===== src/rtl/uart_tx_buffered_pkg.sv =====
// -----------------------------------------------------------------------------
// uart_tx_buffered_pkg
//   Shared definitions for the buffered UART transmitter: FSM state encoding,
//   frame geometry constants and the bit-period clamp helper.
//   No ports (package).
// -----------------------------------------------------------------------------
package uart_tx_buffered_pkg;

   typedef enum logic [1:0] {
      ST_IDLE  = 2'd0,
      ST_START = 2'd1,
      ST_DATA  = 2'd2,
      ST_STOP  = 2'd3
   } state_t;

   // 8N1: one start bit, eight data bits, one stop bit.
   localparam int FRAME_BITS = 10;
   localparam int DATA_BITS  = 8;

   // Bit periods shorter than div_min cannot be honoured by the counter
   // scheme (div-1 down to 0), so they are raised to div_min.
   function automatic logic [15:0] clamp_div(input logic [15:0] div,
                                             input logic [15:0] div_min);
      return (div < div_min) ? div_min : div;
   endfunction

endpackage


===== src/rtl/uart_tx_buffered_if.sv =====
// -----------------------------------------------------------------------------
// uart_tx_buffered_if
//   Byte push port of the buffered UART transmitter (valid/ready handshake).
//   A byte transfers on a rising edge where in_valid && in_ready.
//   Signals:
//     in_valid  producer -> transmitter   byte offered on in_data
//     in_data   producer -> transmitter   byte to transmit
//     in_ready  transmitter -> producer   FIFO can accept
//   Modports: master (byte producer), slave (transmitter).
// -----------------------------------------------------------------------------
interface uart_tx_buffered_if;
   logic       in_valid;
   logic [7:0] in_data;
   logic       in_ready;

   modport master (output in_valid, output in_data, input in_ready);
   modport slave  (input in_valid, input in_data, output in_ready);
endinterface


===== src/rtl/uart_tx_buffered_fifo.sv =====
// -----------------------------------------------------------------------------
// uart_sync_fifo
//   Single-clock FIFO with occupancy counter.
//   Ports:
//     clk      in   clock, rising edge
//     resetn   in   synchronous active-low reset (pointers and level cleared)
//     push     in   write request; ignored when full
//     wr_data  in   WIDTH-bit write data
//     pop      in   read request; ignored when empty
//     rd_data  out  current head entry (valid while !empty)
//     full     out  level == DEPTH
//     empty    out  level == 0
//     level    out  entries stored, 0..DEPTH
// -----------------------------------------------------------------------------
module uart_sync_fifo #(
   parameter int WIDTH = 8,
   parameter int DEPTH = 16
) (
   input  logic                     clk,
   input  logic                     resetn,
   input  logic                     push,
   input  logic [WIDTH-1:0]         wr_data,
   input  logic                     pop,
   output logic [WIDTH-1:0]         rd_data,
   output logic                     full,
   output logic                     empty,
   output logic [$clog2(DEPTH):0]   level
);

   localparam int AW = $clog2(DEPTH);
   localparam int LW = AW + 1;

   logic [WIDTH-1:0] mem [DEPTH];
   logic [AW-1:0]    wr_ptr_reg;
   logic [AW-1:0]    rd_ptr_reg;
   logic [LW-1:0]    level_reg;
   logic             push_ok;
   logic             pop_ok;

   assign full    = (level_reg == LW'(DEPTH));
   assign empty   = (level_reg == '0);
   assign level   = level_reg;
   assign push_ok = push && !full;
   assign pop_ok  = pop && !empty;

   // Head is visible combinationally so the consumer can load it in the same
   // cycle it pops, keeping accept-to-start latency at one edge.
   assign rd_data = mem[rd_ptr_reg];

   always_ff @(posedge clk) begin
      if (push_ok) begin
         mem[wr_ptr_reg] <= wr_data;
      end
   end

   // DEPTH is a power of two, so natural pointer overflow is the modulo wrap.
   always_ff @(posedge clk) begin
      if (!resetn) begin
         wr_ptr_reg <= '0;
         rd_ptr_reg <= '0;
         level_reg  <= '0;
      end else begin
         if (push_ok) begin
            wr_ptr_reg <= wr_ptr_reg + 1'b1;
         end
         if (pop_ok) begin
            rd_ptr_reg <= rd_ptr_reg + 1'b1;
         end
         case ({push_ok, pop_ok})
            2'b10:   level_reg <= level_reg + 1'b1;
            2'b01:   level_reg <= level_reg - 1'b1;
            default: level_reg <= level_reg;
         endcase
      end
   end

endmodule


===== src/rtl/uart_tx_buffered.sv =====
// -----------------------------------------------------------------------------
// uart_tx_buffered
//   Buffered 8N1 UART transmitter. Bytes pushed over the valid/ready port are
//   queued in a FIFO and serialised LSB first on ser_tx, each bit held for
//   div = max(cfg_div, DIV_MIN) clock cycles. Frames are sent back to back
//   while the FIFO holds data.
//   Ports:
//     clk         in   system clock, rising edge
//     resetn      in   synchronous active-low reset; aborts any frame
//     cfg_div     in   bit period in clk cycles, latched at each frame start
//     bus         slave modport: in_valid / in_data / in_ready
//     ser_tx      out  registered serial line, idle high
//     busy        out  FIFO non-empty or frame in flight
//     fifo_level  out  bytes queued, 0..FIFO_DEPTH
// -----------------------------------------------------------------------------
module uart_tx_buffered
   import uart_tx_buffered_pkg::*;
#(
   parameter int FIFO_DEPTH = 16,
   parameter int DIV_MIN    = 2
) (
   input  logic                          clk,
   input  logic                          resetn,
   input  logic [15:0]                   cfg_div,
   uart_tx_buffered_if.slave             bus,
   output logic                          ser_tx,
   output logic                          busy,
   output logic [$clog2(FIFO_DEPTH):0]   fifo_level
);

   state_t      state_reg;
   logic [15:0] cnt_reg;
   logic [15:0] div_reg;
   logic [2:0]  bit_idx_reg;
   logic [7:0]  shift_reg;
   logic        ser_tx_reg;

   logic        fifo_full;
   logic        fifo_empty;
   logic [7:0]  head;
   logic        bit_end;
   logic        pop;
   logic [15:0] div_now;

   uart_sync_fifo #(
      .WIDTH (8),
      .DEPTH (FIFO_DEPTH)
   ) u_fifo (
      .clk     (clk),
      .resetn  (resetn),
      .push    (bus.in_valid),
      .wr_data (bus.in_data),
      .pop     (pop),
      .rd_data (head),
      .full    (fifo_full),
      .empty   (fifo_empty),
      .level   (fifo_level)
   );

   // Ready comes straight from the level register, so a pop while full does
   // not open the port in the same cycle.
   assign bus.in_ready = !fifo_full;

   assign div_now = clamp_div(cfg_div, 16'(DIV_MIN));
   assign bit_end = (cnt_reg == 16'd0);

   // A new frame starts from IDLE, or directly at the last cycle of STOP so
   // consecutive frames have no idle gap.
   assign pop = !fifo_empty &&
                ((state_reg == ST_IDLE) || ((state_reg == ST_STOP) && bit_end));

   always_ff @(posedge clk) begin
      if (!resetn) begin
         state_reg   <= ST_IDLE;
         cnt_reg     <= '0;
         div_reg     <= 16'(DIV_MIN);
         bit_idx_reg <= '0;
         shift_reg   <= '0;
         ser_tx_reg  <= 1'b1;
      end else begin
         case (state_reg)
            ST_IDLE: begin
               ser_tx_reg <= 1'b1;
               if (pop) begin
                  shift_reg  <= head;
                  div_reg    <= div_now;
                  cnt_reg    <= div_now - 16'd1;
                  ser_tx_reg <= 1'b0;
                  state_reg  <= ST_START;
               end
            end

            ST_START: begin
               if (bit_end) begin
                  ser_tx_reg  <= shift_reg[0];
                  bit_idx_reg <= '0;
                  cnt_reg     <= div_reg - 16'd1;
                  state_reg   <= ST_DATA;
               end else begin
                  cnt_reg <= cnt_reg - 16'd1;
               end
            end

            ST_DATA: begin
               if (bit_end) begin
                  cnt_reg <= div_reg - 16'd1;
                  if (bit_idx_reg == 3'(DATA_BITS - 1)) begin
                     ser_tx_reg <= 1'b1;
                     state_reg  <= ST_STOP;
                  end else begin
                     // shift_reg[0] is the bit on the line now; [1] is next.
                     bit_idx_reg <= bit_idx_reg + 3'd1;
                     shift_reg   <= shift_reg >> 1;
                     ser_tx_reg  <= shift_reg[1];
                  end
               end else begin
                  cnt_reg <= cnt_reg - 16'd1;
               end
            end

            ST_STOP: begin
               if (bit_end) begin
                  if (pop) begin
                     shift_reg  <= head;
                     div_reg    <= div_now;
                     cnt_reg    <= div_now - 16'd1;
                     ser_tx_reg <= 1'b0;
                     state_reg  <= ST_START;
                  end else begin
                     state_reg <= ST_IDLE;
                  end
               end else begin
                  cnt_reg <= cnt_reg - 16'd1;
               end
            end

            default: begin
               state_reg  <= ST_IDLE;
               ser_tx_reg <= 1'b1;
            end
         endcase
      end
   end

   assign ser_tx = ser_tx_reg;

   // Both terms are registers, so busy is glitch-free in practice.
   assign busy = (state_reg != ST_IDLE) || (fifo_level != '0);

endmodule


===== src/flat_wrapper.sv =====
// flat-port wrapper written by rule: the top's interface ports become plain ports
module uart_tx_buffered_flat import uart_tx_buffered_pkg::*;
#(
   parameter int FIFO_DEPTH = 16,
   parameter int DIV_MIN    = 2
)
  (clk, resetn, cfg_div, ser_tx, busy, fifo_level, bus_in_valid, bus_in_data, bus_in_ready);
  uart_tx_buffered_if bus_i ();
  input  logic clk;
  input  logic resetn;
  input  logic [15:0] cfg_div;
  output logic ser_tx;
  output logic busy;
  output logic [$clog2(FIFO_DEPTH):0] fifo_level;
  input wire logic [$bits(bus_i.in_valid)-1:0] bus_in_valid;
  input wire logic [$bits(bus_i.in_data)-1:0] bus_in_data;
  output wire logic [$bits(bus_i.in_ready)-1:0] bus_in_ready;
  assign bus_i.in_valid = bus_in_valid;
  assign bus_i.in_data = bus_in_data;
  assign bus_in_ready = bus_i.in_ready;
  uart_tx_buffered #(.FIFO_DEPTH(FIFO_DEPTH), .DIV_MIN(DIV_MIN)) u_core (.clk(clk), .resetn(resetn), .cfg_div(cfg_div), .bus(bus_i), .ser_tx(ser_tx), .busy(busy), .fifo_level(fifo_level));
endmodule

===== config.mk =====
export PLATFORM = sky130hd
export DESIGN_NAME = uart_tx_buffered_flat
export DESIGN_NICKNAME = d
export VERILOG_FILES = /design/src/rtl/uart_tx_buffered_pkg.sv /design/src/rtl/uart_tx_buffered_if.sv /design/src/rtl/uart_tx_buffered_fifo.sv /design/src/rtl/uart_tx_buffered.sv /design/src/flat_wrapper.sv
export SDC_FILE = /design/constraint.sdc
export NUM_CORES = 1
export LEC_CHECK = 0
export BUFFER_PORTS_ARGS = -buffer_cell sky130_fd_sc_hd__buf_2
export CORE_MARGIN = 1.5
export CORE_UTILIZATION = 40
export DETAILED_ROUTE_END_ITERATION = 8
export GPL_TIMING_DRIVEN = 0
export SETUP_SLACK_MARGIN = 0.2
export SLEW_MARGIN = 20
export SYNTH_ARGS = -nofsm -noshare
export SYNTH_HDL_FRONTEND = slang
export SYNTH_SLANG_ARGS = --single-unit

===== constraint.sdc =====
create_clock -name clk -period 3.1 [get_ports clk]
set_input_delay 0.62 -clock clk [delete_from_list [all_inputs] [get_ports clk]]
set_output_delay 0.62 -clock clk [all_outputs]
set_load 0.005 [all_outputs]

==> results.py, run 1 <==
metrics = {
    "die": {
        "initial_utilization": 0.405,
        "floorplan.rows": 55,
        "floorplan.core_area_um2": 22500,
        "boundaryPins": 35,
        "die-height_um": 154,
        "die_x_um": 154,
        "die_area_um2": 23700,
    },
    "hold_path": {
        "min-delay-start": "u_core.shift_reg[7]",
        "worstHoldPathType": "register to register",
    },
    "finish": {
        "multiInputGateArea_um2": 3860,
        "antennaDiodeCount": 0,
        "num-fill-cells": 2051,
        "layoutNonFillerInstCount": 1103,
        "layout.cell_area.non_filler_um2": 10500,
        "largest_reg_flops": 128,
        "seq_area_um2": 5110,
        "post_route_cells_drive_above_1_share": 0.202,
        "layout.core_utilization": 0.465,
        "syn_to_final_growth_pct": 14.8,
        "layout.nets": 853,
    },
    "critical_path": {
        "timing.critical_path.required_ps": 3420,
        "worstSetupStartpoint": "u_core.u_fifo.level[0]",
        "worstReg2RegStart": "u_core.u_fifo.level[0]",
        "startpoint_type": "register",
        "cp_max_fo": 6,
        "category_of_the_most_critical_setup_path": "register to register",
        "worst_ep_arrival_ps": 3040,
        "end_kind": "register",
    },
    "clock_network": {
        "clk-insertion-delay-late_ps": 430,
        "cts_num_sinks": 191,
        "cts_root_buf": "clkbuf_16",
        "clk_transition_reported_paths_ps": 70,
        "cts-buffers-inserted": 17,
        "tritoncts": "built",
        "ctsHtreeMaxLevel": 4,
        "bufs_on_longest_clock_path": 2,
    },
    "drt": {
        "postRouteWirelength_um": 21400,
        "detail_route.first_pass.iterations": 5,
        "routedWlPerCell_um": 19.4,
        "routed_via_density": 5.51,
        "drtAntennaViolNets": 0,
        "dr_total_vias": 6077,
        "drc_errors_left": 0,
        "dr.first_iter.drc_count": 464,
    },
    "pwr": {
        "static-leakage-power_nw": 3.56,
        "share_of_power_burned_in_combinational_logic": 0.443,
        "max-vdd-ir-drop_mv": 0.426,
        "p_total_mw": 10.1,
        "sequentialPowerShare": 0.336,
        "power_switching_mw": 3.96,
        "cellPowerDensity_nw_per_um2": 968,
        "clock_power_share": 0.221,
        "p_int_mw": 6.16,
        "switching_share_of_total_power": 0.391,
    },
    "synth": {
        "yosys_register_bits": 191,
        "synth_sequential_area_ratio": 0.560,
        "ys_warn_count": 0,
        "syn_inst": 744,
        "synth_cell_types": 70,
        "synth_ff_type": "edfxtp_1",
        "postSynth.asyncResetShare": 0,
        "syn-cell-area_um2": 9110,
        "synth.avg_cell_area_um2": 12.3,
        "syn_nets": 792,
        "synth-edff-count": 128,
    },
    "placed_design": {
        "post-dp-hpwl_um": 14900,
        "placed_insts": 1062,
        "portbufs": 33,
        "finalWeightedCongestion": 0.878,
        "placed_inst_area_um2": 9680,
    },
    "grt": {
        "antenna_found_initial": 0,
        "globalRouteTotalUtil": 0.188,
        "grt_pass1_vias": 5929,
        "grt_first_pass_wirelength_um": 34000,
        "grt_start_max_net_pins": 21,
        "globalRouteOverflowTotal": 0,
    },
    "sta": {
        "timing.final.hold_violations": 0,
        "finalClockSkew_ps": 14.2,
        "slew_viol_final": 0,
        "max-slew-margin-rel": 0.401,
        "finalCriticalPeriod_ps": 2720,
        "achievable-frequency_ghz": 0.367,
        "grt_setup_unrepaired": "no",
        "tightest_slew_ps": 896,
        "setup-violations-final": 0,
        "final_min_period_over_clock_period": 0.878,
    },
    "status": {
        "status": "completed",
    },
    "run": {
        "cap_viol_max_count": 0,
    },
}
==> placed cells by master, fill, tap and decap left out, types with 5 or more instances in the layout <==
cell type / count
edfxtp_1: 128
o22ai_1: 9
clkbuf_16: 17
xor2_1: 20
nor2b_1: 18
buf_4: 14
a21o_1: 5
o21ai_0: 45
clkbuf_1: 20
a21oi_1: 23
o2111ai_1: 5
or4_1: 6
xnor2_1: 22
a211o_1: 9
ha_1: 17
nand2_1: 66
mux4_2: 32
nand4_1: 5
dfxtp_1: 58
a211oi_1: 8
mux2i_1: 17
nand3_1: 25
nor2_1: 46
nand2b_1: 5
inv_1: 17
buf_2: 44
and2_1: 16
nor3_1: 12
dfxtp_2: 5
a31oi_1: 10
nor3_2: 6
==> Yosys cell counts (17+ instances only) <==
| library cell | count | area (um2) |
|---|---|---|
| a21oi_1 | 23 | 115 |
| clkbuf_1 | 22 | 82.6 |
| dfxtp_1 | 63 | 1260 |
| edfxtp_1 | 128 | 3840 |
| ha_1 | 20 | 250 |
| inv_1 | 18 | 67.6 |
| mux2i_1 | 17 | 170 |
| mux4_2 | 32 | 721 |
| nand2_1 | 66 | 248 |
| nand3_1 | 25 | 125 |
| nor2_1 | 46 | 173 |
| nor2b_1 | 19 | 119 |
| nor3_1 | 17 | 85.1 |
| o21ai_0 | 47 | 235 |
| xnor2_1 | 22 | 193 |
| xor2_1 | 20 | 175 |
==> critical path, stage by stage (launching register included) <==
cell      delay [ps]
dfxtp_2          360
or4_4            590
o211ai_4         240
o21ai_4          100
buf_6            130
ha_4             170
inv_1            100
fa_2             220
nor2b_1           50
o21ai_1          150
and3_1           190
nor3_2            40
xor2_1           130
and2_1           150
==> stage by stage <==
step / TNS (ps) / setup slack (ps) / hold slack (ps)
CTS: 0 / 258 / 459
floorplan: 0 / 201 / 436
global placement: -416 / -361 / 449
global route: 0 / 237 / 483
detailed placement: -397 / -365 / 454
finish: 0 / 377 / 468
==> area by class of cell <==
cell class / instances / area share
Sequential cell: 191 / 0.489
Multi-Input combinational cell: 493 / 0.369
Clock buffer: 17 / 0.0407
Tap cell: 285 / 0.0341
Timing Repair Buffer: 42 / 0.0222
Buffer: 42 / 0.0212
Clock inverter: 15 / 0.0179
Inverter: 18 / 0.00646
==> power by group through the flow <==
stage / clock network [mW] / logic [mW] / registers, mW
after floorplan: 0 / 3.20 / 3.35
after global placement: 0 / 4.16 / 3.42
after detailed placement: 0 / 4.16 / 3.43
after CTS: 2.29 / 4.40 / 3.39
after global routing: 2.39 / 4.94 / 3.45
final: 2.24 / 4.49 / 3.40
==> cell families (layout without fill, tap and decap cells) <==
logic type	Yosys count	count (layout)	share of synthesized area
mux	50	50	0.0990
compound gates	150	150	0.108
simple gates	230	230	0.132
fa+ha+maj	21	21	0.0297
buf+inv	60	134	0.0307
xor+xnor	42	42	0.0404
flops	191	191	0.560
==> worst paths after layout <==
kind	to	slack (ps)	cells past startpoint
worst min-delay path	u_core.shift_reg[7]	470	2
worst min register to register	u_core.shift_reg[7]	470	2
worst max-delay path	u_core.u_fifo.level[4]	380	13
worst max register to register	u_core.u_fifo.level[4]	380	13
==> per-layer routing <==
metal  track usage  routed length, um  vias to the layer above  share of wire
li1              -                  -                     2931              -
met1         0.264              10100                     2987           0.47
met2         0.304              10200                      144           0.48
met3        0.0279                832                       15          0.039
met4        0.0499                234                        0          0.011
met5             0                  0                        -              0
==> repair_timing <==
action                                  CTS  global route
hold buffers                              0             0
resized for setup                        13            13
endpoints found under the setup margin    4             3
setup buffers                             6             3
pin swaps                                 3             4
(Power assumes the default switching activity.)
==> run 2: changes to the inputs <==
Settings changed: CELL_PAD_IN_SITES_DETAIL_PLACEMENT from default to 0, CELL_PAD_IN_SITES_GLOBAL_PLACEMENT from default to 2, CORE_UTILIZATION 40 to 30, PLACE_DENSITY_LB_ADDON from default to 0.1.
==> run 2 against run 1 <==
Net effect: fmax shrank 3.6%; core utilization shrank 11 points; wire length is 20% higher; first-iteration DRC count down 14%; count of clock-buffer cells in the layout did not move; largest power group unchanged; highest routed layer unchanged.
==> results.py, run 2 (synthesis gave the netlist of run 1 again) <==
metrics = {
    "status": {
        "status": "completed",
    },
    "clock_network": {
        "clk_transition_reported_paths_ps": 80,
        "clk-insertion-delay-late_ps": 440,
        "tritoncts": "built",
        "cts-buffers-inserted": 17,
        "post_cts_hold_buffer_count": 0,
        "cts_num_sinks": 191,
        "ctsHtreeMaxLevel": 4,
        "cts_root_buf": "clkbuf_16",
        "bufs_on_longest_clock_path": 2,
    },
    "grt": {
        "grt_pass1_vias": 6256,
        "globalRouteOverflowTotal": 0,
        "antenna_found_initial": 0,
        "grt_first_pass_wirelength_um": 38600,
        "globalRouteTotalUtil": 0.169,
        "grt_start_max_net_pins": 21,
    },
    "critical_path": {
        "startpoint_type": "register",
        "category_of_the_most_critical_setup_path": "register to register",
        "critical_path.reg2reg.endpoint": "u_core.u_fifo.level[4]",
        "path_buf_inv": 1,
        "end_kind": "register",
        "number_of_cell_instances_on_the_worst_register_to_register_path": 12,
        "cp_max_fo": 6,
        "cp_num_cells": 12,
        "critical_path.max_stage_delay_ps": 560,
        "critPathCapture": "u_core.u_fifo.level[4]",
        "cell_type_group_with_the_largest_total_delay_on_the_critical_path": "simple AND/OR/NAND/NOR gates",
        "critical_path.cell_chain": "or4_4 -> o211ai_4 -> o21ai_4 -> buf_8 -> ha_2 -> ha_1 -> nor2b_1 -> o21ai_1 -> and3_1 -> nor3_2 -> xor2_1 -> and2_1",
        "worst_ep_arrival_ps": 3160,
        "slowest_stage": "or4_4",
        "worstReg2RegStart": "u_core.u_fifo.level[1]",
        "timing.critical_path.required_ps": 3430,
        "worst-r2r-setup-slack_ps": 270,
        "worstSetupStartpoint": "u_core.u_fifo.level[1]",
    },
    "drt": {
        "drc_errors_left": 0,
        "detail_route.first_pass.iterations": 7,
        "dr_total_vias": 6120,
        "routed_via_density": 5.05,
        "postRouteWirelength_um": 25700,
        "drtAntennaViolNets": 0,
        "dr.first_iter.drc_count": 397,
        "routedWlPerCell_um": 21.2,
    },
    "sta": {
        "achievable-frequency_ghz": 0.354,
        "setup-violations-final": 0,
        "max-slew-margin-rel": 0.328,
        "finalCriticalPeriod_ps": 2830,
        "timing.final.hold_violations": 0,
        "tightest_slew_ps": 1000,
        "final_min_period_over_clock_period": 0.912,
        "fin_worst_hold_slack_ps": 475,
        "finalClockSkew_ps": 20.3,
        "slew_viol_final": 0,
        "grt_setup_unrepaired": "yes",
    },
    "pwr": {
        "max-vdd-ir-drop_mv": 0.354,
        "cellPowerDensity_nw_per_um2": 979,
        "static-leakage-power_nw": 3.58,
    },
    "finish": {
        "largest_reg_flops": 128,
        "mostFrequentLayoutCells": "edfxtp_1, nand2_1, dfxtp_1",
        "num-fill-cells": 2913,
        "antennaDiodeCount": 0,
        "mostFrequentLayoutCell": "edfxtp_1",
        "layout.nets": 856,
        "layout.cell_area.non_filler_um2": 10600,
        "post_route_cells_drive_above_1_share": 0.210,
        "syn_to_final_growth_pct": 16.4,
    },
    "hold_path": {
        "worstHoldPathType": "input port to register",
    },
    "placed_design": {
        "finalWeightedCongestion": 0.783,
        "portbufs": 33,
        "placed_inst_area_um2": 9840,
        "post-dp-hpwl_um": 18200,
    },
    "die": {
        "die-height_um": 177,
        "boundaryPins": 35,
        "initial_utilization": 0.306,
        "floorplan.rows": 63,
        "floorplan.core_area_um2": 29800,
        "die_area_um2": 31400,
        "die_x_um": 177,
    },
    "run": {
        "cap_viol_max_count": 0,
    },
}
## run 2: worst reg2reg max path, stage by stage (launching register included)
cell      delay (ps)
dfxtp_1          390
or4_4            560
o211ai_4         230
o21ai_4          110
buf_8            130
ha_2             190
ha_1             320
nor2b_1          150
o21ai_1          140
and3_1           190
nor3_2            40
xor2_1           130
and2_1           150
## run 2: what timing repair did
item,in CTS,in global routing
buffers inserted,5,3
pin swaps,3,5
resized for setup,15,15
endpoints found under the setup margin,8,3
## run 2: worst min-delay path by stage
| stage | startpoint | end | slack [ps] | cells past startpoint |
|---|---|---|---|---|
| after floorplan | u_core.shift_reg[7] | u_core.shift_reg[7] | 440 | 2 |
| after global placement | u_core.shift_reg[7] | u_core.shift_reg[7] | 450 | 2 |
| after detailed placement | u_core.shift_reg[4] | u_core.shift_reg[3] | 470 | 2 |
| after CTS | cfg_div[9] | u_core.div_reg[9] | 460 | 3 |
| after global routing | cfg_div[10] | u_core.div_reg[10] | 500 | 3 |
| final | cfg_div[10] | u_core.div_reg[10] | 480 | 3 |
## run 2: area by class of cell
type                    count  area (um2)  area share
well taps                 390         488      0.0460
inverters                  18        67.6     0.00637
multi-input cells         493        3850       0.363
clock buffers              17         425      0.0401
repair buffers             45         255      0.0241
plain buffers              42         225      0.0212
flip-flops and latches    191        5110       0.482
clock inverters            15         186      0.0176
## run 2: power by group
part           internal, mW  leakage, nW  switching [mW]  total (mW)
clock                  1.16        0.294            1.12        2.29
combinational          1.96         1.61            2.73        4.69
sequential             3.05         1.67           0.360        3.41
## run 2: metal layers
metal  track usage  share of wire  vias up
met5             0              0        -
met4        0.0487          0.015        0
met3        0.0216          0.021       24
met2         0.304           0.52       86
met1         0.212           0.45     3089
li1              -              -     2921
## run 2: stage by stage
| stage | utilization | power (mW) | worst slack [ps] | cells | TNS [ps] |
|---|---|---|---|---|---|
| 2_1_floorplan | - | 6.54 | 201 | 744 | 0 |
| 3_3_place_gp | 0.329 | 7.80 | -540 | 1167 | -2270 |
| 3_5_place_dp | 0.330 | 7.87 | -538 | 1171 | -2440 |
| 4_1_cts | 0.354 | 10.4 | 164 | 1208 | 0 |
| 5_1_grt | 0.356 | 11.1 | 152 | 1211 | 0 |
| 6_report | 0.356 | 10.4 | 274 | 1211 | 0 |
==> run 3: changes to the inputs <==
Settings changed: CTS_BUF_LIST from default to sky130_fd_sc_hd__clkbuf_4 sky130_fd_sc_hd__clkbuf_8.
==> run 3 against run 2 <==
Net effect: non-clock buffer count fell by 3; setup slack worse by 44 ps; flip-flop and latch count is the same; critical path depth increased by 2; clock power fell by 24%; final cell count decreased by 0.25%; via count about the same; hold slack worse by 42 ps; sequential power is essentially flat; combinational power decreased by 1%; global-route usage hardly changed.
==> results.py, run 3 (synthesis gave the netlist of run 1 again) <==
metrics = {
    "pwr": {
        "max-vdd-ir-drop_mv": 0.324,
        "static-leakage-power_nw": 3.47,
        "cellPowerDensity_nw_per_um2": 940,
    },
    "grt": {
        "grt_first_pass_wirelength_um": 38400,
        "grt_pass1_vias": 6252,
        "globalRouteTotalUtil": 0.169,
        "antenna_found_initial": 0,
        "grt_start_max_net_pins": 21,
        "globalRouteOverflowTotal": 0,
    },
    "die": {
        "die-height_um": 177,
        "initial_utilization": 0.306,
        "floorplan.rows": 63,
        "die_area_um2": 31400,
        "die_x_um": 177,
        "boundaryPins": 35,
        "floorplan.core_area_um2": 29800,
    },
    "sta": {
        "fin_setup_tns_ps": 0,
        "achievable-frequency_ghz": 0.348,
        "timing.final.hold_violations": 0,
        "slew_viol_final": 0,
        "final_min_period_over_clock_period": 0.926,
        "finalClockSkew_ps": 20.7,
        "fin_worst_hold_slack_ps": 433,
        "tightest_slew_ps": 977,
        "grt_setup_unrepaired": "yes",
        "setup-violations-final": 0,
        "max-slew-margin-rel": 0.346,
        "finalCriticalPeriod_ps": 2870,
        "post_layout_worst_setup_margin_ps": 230,
    },
    "critical_path": {
        "end_kind": "register",
        "worst-r2r-setup-slack_ps": 230,
        "category_of_the_most_critical_setup_path": "register to register",
        "startpoint_type": "register",
        "cp_max_fo": 7,
        "timing.critical_path.required_ps": 3480,
        "worst_ep_arrival_ps": 3250,
    },
    "drt": {
        "detail_route.first_pass.iterations": 6,
        "postRouteWirelength_um": 25500,
        "dr_total_vias": 6118,
        "drtAntennaViolNets": 0,
        "dr.first_iter.drc_count": 397,
        "drc_errors_left": 0,
        "routedWlPerCell_um": 21.1,
        "routed_via_density": 5.06,
    },
    "finish": {
        "num-fill-cells": 2926,
        "syn_to_final_growth_pct": 14.0,
        "layout.nets": 853,
        "mostFrequentLayoutCell": "edfxtp_1",
        "largest_reg_flops": 128,
        "post_route_cells_drive_above_1_share": 0.199,
        "antennaDiodeCount": 0,
        "mostFrequentLayoutCells": "edfxtp_1, nand2_1, dfxtp_1",
    },
    "hold_path": {
        "worstHoldPathType": "input port to register",
    },
    "placed_design": {
        "finalWeightedCongestion": 0.783,
        "post-dp-hpwl_um": 18200,
        "dp_worst_setup_slack_ps": -538,
        "portbufs": 33,
    },
    "run": {
        "cap_viol_max_count": 0,
    },
    "clock_network": {
        "ctsHtreeMaxLevel": 4,
        "clk-insertion-delay-late_ps": 480,
        "cts_root_buf": "clkbuf_8",
        "cts-buffers-inserted": 17,
        "tritoncts": "built",
        "bufs_on_longest_clock_path": 2,
        "cts_num_sinks": 191,
        "clk_transition_reported_paths_ps": 110,
    },
    "status": {
        "status": "completed",
    },
}
-- run 3: changes by cell type in the layout (fill, tap and decap cells not counted), moves of 3 or more --
cell,change
dfxtp_2,-4
clkbuf_16,-17
clkbuf_8,+17
dfxtp_1,+4
buf_4,-3
-- run 3: worst paths after layout --
check,startpoint,to,cells past startpoint
setup / recovery,u_core.cnt_reg[12],u_core.u_fifo.level[4],14
hold / removal,cfg_div[9],u_core.div_reg[9],3
setup reg to reg,u_core.cnt_reg[12],u_core.u_fifo.level[4],14
hold reg to reg,u_core.shift_reg[4],u_core.shift_reg[3],2
-- run 3: cell type report --
type,instances,area (um2),area share
flip-flops and latches,191,5110,0.492
plain buffers,42,228,0.0219
multi-input cells,493,3840,0.370
clock inverters,15,186,0.0179
inverters,18,67.6,0.00650
well taps,390,488,0.0470
clock buffers,17,234,0.0225
repair buffers,42,233,0.0224
-- run 3: worst max-delay path: stages (launching register included) --
cell,delay [ps]
dfxtp_1,310
clkbuf_4,170
nor4_4,420
o211ai_4,140
o21ai_4,240
buf_8,140
ha_4,140
inv_1,70
fa_2,350
nor2b_1,120
o21ai_1,80
and3_1,190
nor3_2,200
xor2_1,80
and2_1,150
-- run 3: metrics by stage --
stage	cell area (um2)	total power, mW	util	cells
after floorplan	9140	6.54	-	744
after global placement	9790	7.80	0.329	1167
after detailed placement	9840	7.87	0.330	1171
after CTS	10300	9.77	0.346	1206
after global routing	10400	10.5	0.349	1208
final	10400	9.77	0.349	1208
-- run 3: what timing repair did --
action,4_1_cts,5_1_grt
hold buffers,0,0
pin swaps,2,5
buffers inserted,3,2
resized for setup,8,17
setup endpoints to repair,5,7
cloned,0,0
-- run 3: per-layer routing --
layer / track usage / wire length [um] / vias up
met5: 0 / 0 / -
met3: 0.0242 / 756 / 29
met2: 0.299 / 13100 / 118
li1: - / - / 2917
met1: 0.211 / 11200 / 3054
met4: 0.0539 / 465 / 0
-- run 3: where the power goes --
part           switching (mW)  leakage, nW  internal, mW  total [mW]
logic                    2.71         1.59          1.92        4.62
clock network            1.05        0.207         0.689        1.74
registers               0.356         1.67          3.05        3.40
total                    4.12         3.47          5.65        9.77
